--- src/rtl/_serial_tx_en.sv ---
// Parallel-in, serial-out transmitter producing an (en_out, d_out) bit stream
// for enabled-flop capture logic. A word is loaded on a one-cycle strobe. It is
// then shifted out one bit per clock, MSB first by default, and a one-cycle
// done pulse follows the last bit.
//
// Ports:
//   clk      rising-edge clock
//   reset_n  asynchronous active-low reset
//   load     start strobe; accepted in IDLE or DONE, ignored while shifting
//   din      parallel word, sampled only on the accepting edge
//   en_out   high exactly while a valid bit is on d_out
//   d_out    serial data bit, forced low whenever en_out is low
//   busy     high while shifting
//   done     one-cycle pulse in the slot after the final bit
module _serial_tx_en #(
  parameter int unsigned WIDTH     = 8,
  parameter bit          MSB_FIRST = 1'b1
) (
  input  logic             clk,
  input  logic             reset_n,
  input  logic             load,
  input  logic [WIDTH-1:0] din,
  output logic             en_out,
  output logic             d_out,
  output logic             busy,
  output logic             done
);

  localparam int unsigned CNT_W = $clog2(WIDTH) + 1;
  localparam logic [CNT_W-1:0] LAST_IDX = CNT_W'(WIDTH - 1);

  typedef enum logic [1:0] {
    ST_IDLE  = 2'd0,
    ST_SHIFT = 2'd1,
    ST_DONE  = 2'd2
  } state_e;

  state_e           state_q, state_d;
  logic [WIDTH-1:0] sh_q, sh_d;
  logic [CNT_W-1:0] cnt_q, cnt_d;
  logic             en_q, en_d;
  logic             dat_q, dat_d;
  logic             busy_q, busy_d;
  logic             done_q, done_d;

  // The bit on d_out lives in dat_q. The shift register holds only the bits
  // still to be sent, aligned so the next one is always at the send end.
  logic             load_first_c;
  logic [WIDTH-1:0] load_rest_c;
  logic             next_bit_c;
  logic [WIDTH-1:0] sh_adv_c;

  // Word alignment for the configured bit order.
  always_comb begin
    if (MSB_FIRST) begin
      load_first_c = din[WIDTH-1];
      load_rest_c  = {din[WIDTH-2:0], 1'b0};
      next_bit_c   = sh_q[WIDTH-1];
      sh_adv_c     = {sh_q[WIDTH-2:0], 1'b0};
    end else begin
      load_first_c = din[0];
      load_rest_c  = {1'b0, din[WIDTH-1:1]};
      next_bit_c   = sh_q[0];
      sh_adv_c     = {1'b0, sh_q[WIDTH-1:1]};
    end
  end

  // State and output registers.
  always_ff @(posedge clk or negedge reset_n) begin
    if (!reset_n) begin
      state_q <= ST_IDLE;
      sh_q    <= '0;
      cnt_q   <= '0;
      en_q    <= 1'b0;
      dat_q   <= 1'b0;
      busy_q  <= 1'b0;
      done_q  <= 1'b0;
    end else begin
      state_q <= state_d;
      sh_q    <= sh_d;
      cnt_q   <= cnt_d;
      en_q    <= en_d;
      dat_q   <= dat_d;
      busy_q  <= busy_d;
      done_q  <= done_d;
    end
  end

  // Next-state and next-output logic.
  always_comb begin
    state_d = state_q;
    sh_d    = sh_q;
    cnt_d   = cnt_q;
    en_d    = 1'b0;
    dat_d   = 1'b0;
    busy_d  = 1'b0;
    done_d  = 1'b0;

    unique case (state_q)
      ST_IDLE, ST_DONE: begin
        if (load) begin
          state_d = ST_SHIFT;
          sh_d    = load_rest_c;
          cnt_d   = '0;
          en_d    = 1'b1;
          dat_d   = load_first_c;
          busy_d  = 1'b1;
        end else begin
          state_d = ST_IDLE;
        end
      end

      ST_SHIFT: begin
        // cnt_q is the index of the bit currently on d_out.
        if (cnt_q == LAST_IDX) begin
          state_d = ST_DONE;
          done_d  = 1'b1;
        end else begin
          sh_d   = sh_adv_c;
          cnt_d  = cnt_q + CNT_W'(1);
          en_d   = 1'b1;
          dat_d  = next_bit_c;
          busy_d = 1'b1;
        end
      end

      default: begin
        state_d = ST_IDLE;
      end
    endcase
  end

  assign en_out = en_q;
  assign d_out  = dat_q;
  assign busy   = busy_q;
  assign done   = done_q;

endmodule

--- config.mk ---
export PLATFORM = sky130hd
export DESIGN_NAME = _serial_tx_en
export DESIGN_NICKNAME = d
export VERILOG_FILES = /design/src/rtl/_serial_tx_en.sv
export SDC_FILE = /design/constraint.sdc
export NUM_CORES = 1
export LEC_CHECK = 0
export CORE_MARGIN = 2
export CORE_UTILIZATION = 35
export DETAILED_ROUTE_END_ITERATION = 12
export PLACE_DENSITY_LB_ADDON = 0.15
export SETUP_SLACK_MARGIN = 0.05
export SLEW_MARGIN = 20
export SYNTH_ARGS = -nofsm -noshare
export SYNTH_HDL_FRONTEND = slang
export SYNTH_SLANG_ARGS = --single-unit
--- constraint.sdc ---
create_clock -name clk -period 2.4 [get_ports clk]
set_input_delay 0.24 -clock clk [delete_from_list [all_inputs] [get_ports clk]]
set_output_delay 0.24 -clock clk [all_outputs]
set_load 0.005 [all_outputs]
==> results.json <==
{
  "critPathBufInv": 1,
  "start_util_pct": 37.9,
  "die_w_um": 50.5,
  "finalCriticalPeriod_ps": 1530,
  "cpLargestDelayFamily": "flip-flops",
  "diodes": 0,
  "die_area_um2": 2550,
  "maxSlewHeadroom_pct": 51.5,
  "ant_nets": 0,
  "reg2reg_setup_slack_ps": 870,
  "rsz0062_at_grt": "no",
  "status": "finished, final reports clean",
  "slowest_delay_ps": 390,
  "tns_ps": 0,
  "met1_length_um": 665,
  "nets": 84,
  "port_buffers": 14,
  "totalWireLength_um": 1240,
  "ys_types": 23,
  "cp-start-kind": "register",
  "final-max-slew-violation-count": 0,
  "rows": 16,
  "grt_pass1_vias": 476,
  "synth_nets": 66,
  "p_leak_nw": 0.450,
  "cts-buffers-inserted": 3,
  "cts_root_buf": "clkbuf_4",
  "vias": 453,
  "cts_tree": "yes",
  "antenna_found_initial": 0,
  "cp.required_ps": 2570,
  "grt_pass1_wl_um": 2250,
  "met3_length_um": 70,
  "netlist_area_um2": 758,
  "coreArea_um2": 2000,
  "wl_met2_um": 486,
  "max_freq_mhz": 653,
  "hold_class": "in -> async",
  "cpMaxStageDelayCell": "dfrtp_1",
  "syn_avg_cell_area_um2": 14.0,
  "wire_per_inst_um": 12.7,
  "skew_ps": 6.90,
  "clock-sinks": 16,
  "post-route-drc-count": 0,
  "reg2reg_to": "sh_q[3]",
  "layout_commonest_cell": "dfrtp_1",
  "ios": 15,
  "ctsHoldBuffers": 0,
  "cp.arrival_ps": 1700,
  "grtUsageTotal_pct": 12.0,
  "grt_max_degree": 17,
  "drtIter0Drc": 6,
  "fin_cells": 98,
  "place_inst": 94,
  "hold_violations": 0,
  "p_per_area_nw_per_um2": 1320,
  "maxCapViolCount": 0,
  "reg2regPathDepth": 5,
  "htreeDepth": 1,
  "clock_latency_ps": 280,
  "viasPerCell": 4.62,
  "cts_setup_buffers": 0,
  "worstMarginPinSlew_ps": 725,
  "topRoutingLayerUsed": "met4",
  "ir_worst_vdd_mv": 0.757,
  "cts_resized": 0,
  "die_y_um": 50.5,
  "power_mw": 1.26,
  "synth-seq-area-share_pct": 52.8,
  "drive_above_1_share_pct": 29.6,
  "cp_cell_sequence": "ha_1 > nand3b_4 > a21oi_4 > inv_4 > mux2_4",
  "layout_common_cells": "dfrtp_1 (16), clkdlybuf4s50_1 (14), mux2_2 (7), mux2_4 (6), clkbuf_4 (3)",
  "path_clk_slew_ps": 100,
  "synthCells": 54,
  "area_delta_synth_final_pct": 26.2,
  "setup_violations": 0,
  "r2r_start": "cnt_q[0]",
  "first_pass_iters": 4,
  "dpl.hpwl_um": 874,
  "cp_max_fo": 8,
  "synth_warnings": 0,
  "timing.hold.ws_ps": 380,
  "grt_overflow": 0,
  "cts_buffer_depth": 2,
  "crit_type": "reg -> reg",
  "crit_path_end_kind": "register",
  "period_share_pct": 63.8,
  "n_fill_cell": 191,
  "place.gp.congestion": 0.731,
  "ys_seq_elements": 16
}
## cell type report
type	instances	area, µm²	area share (%)
sequential	16	400	41.8
timing repair buffer	15	148	15.4
tap	27	33.8	3.53
inverter	3	13.8	1.44
clock buffer	4	36.3	3.79
multi-input combinational	33	325	34.0
## state kept, by name, summed over array words and instances, names as in the netlist
register	count
sh_q	7
state_q	2
cnt_q	4
busy	1
done	1
d_out	1
## synth_stat cells
| master | number | area, µm² |
|---|---|---|
| a211o_1 | 1 | 8.76 |
| a21oi_1 | 2 | 10.0 |
| a21oi_4 | 1 | 16.3 |
| a22o_1 | 2 | 17.5 |
| and2_1 | 1 | 6.26 |
| and3_1 | 1 | 6.26 |
| buf_4 | 1 | 7.51 |
| buf_6 | 1 | 11.3 |
| dfrtp_1 | 16 | 400 |
| ha_1 | 1 | 12.5 |
| inv_1 | 2 | 7.51 |
| inv_4 | 1 | 6.26 |
| mux2_2 | 7 | 78.8 |
| mux2_4 | 6 | 90.1 |
| nand2_1 | 1 | 3.75 |
| nand2b_1 | 1 | 6.26 |
| nand3_1 | 1 | 5.00 |
| nand3b_4 | 1 | 20.0 |
| nor2_1 | 2 | 7.51 |
| nor2b_1 | 2 | 12.5 |
| nor4b_1 | 1 | 8.76 |
| o21a_1 | 1 | 7.51 |
| o31ai_1 | 1 | 7.51 |
## cell families after synthesis
family,synth area share (%)
AOI/OAI and AO/OA,8.91
adders and majority gates,1.65
buffers and inverters,4.29
DFF,52.8
muxes,22.3
and+or+nand+nor,10.1
## worst max path at each step
stage	from	slack, ps	to	cells past startpoint
2_1_floorplan	cnt_q[0]	990	sh_q[2]	5
3_3_place_gp	load	700	sh_q[3]	5
3_5_place_dp	load	700	sh_q[6]	5
4_1_cts	cnt_q[0]	860	sh_q[3]	5
5_1_grt	cnt_q[0]	780	sh_q[4]	5
6_report	cnt_q[0]	870	sh_q[3]	5
## worst reg2reg max path, delay by kind of cell, from the launching register on
kind	cells	cell delay (ps)
AOI/OAI and AO/OA	1	240
adders and majority gates	1	250
buffers and inverters	1	100
DFF	1	390
muxes	1	310
and+or+nand+nor	1	130
## where the power goes
part | internal (mW) | switching (mW)
logic | 0.380 | 0.239
registers | 0.392 | 0.0716
clock network | 0.0922 | 0.0837
total | 0.864 | 0.395
## metal layers
metal	vias to the layer above	GRT usage, %
met3	2	2.98
met5	-	0
met4	0	6.76
met2	13	15.4
met1	214	18.1
li1	224	-
## stage by stage
step	area, µm²	worst slack, ps	utilization, %
3_5_place_dp	921	696	46.0
4_1_cts	957	860	47.8
6_report	957	870	47.8
5_1_grt	957	782	47.8
3_3_place_gp	921	697	46.0
2_1_floorplan	758	993	-
No activity file was read; power rests on OpenSTA's default activity.
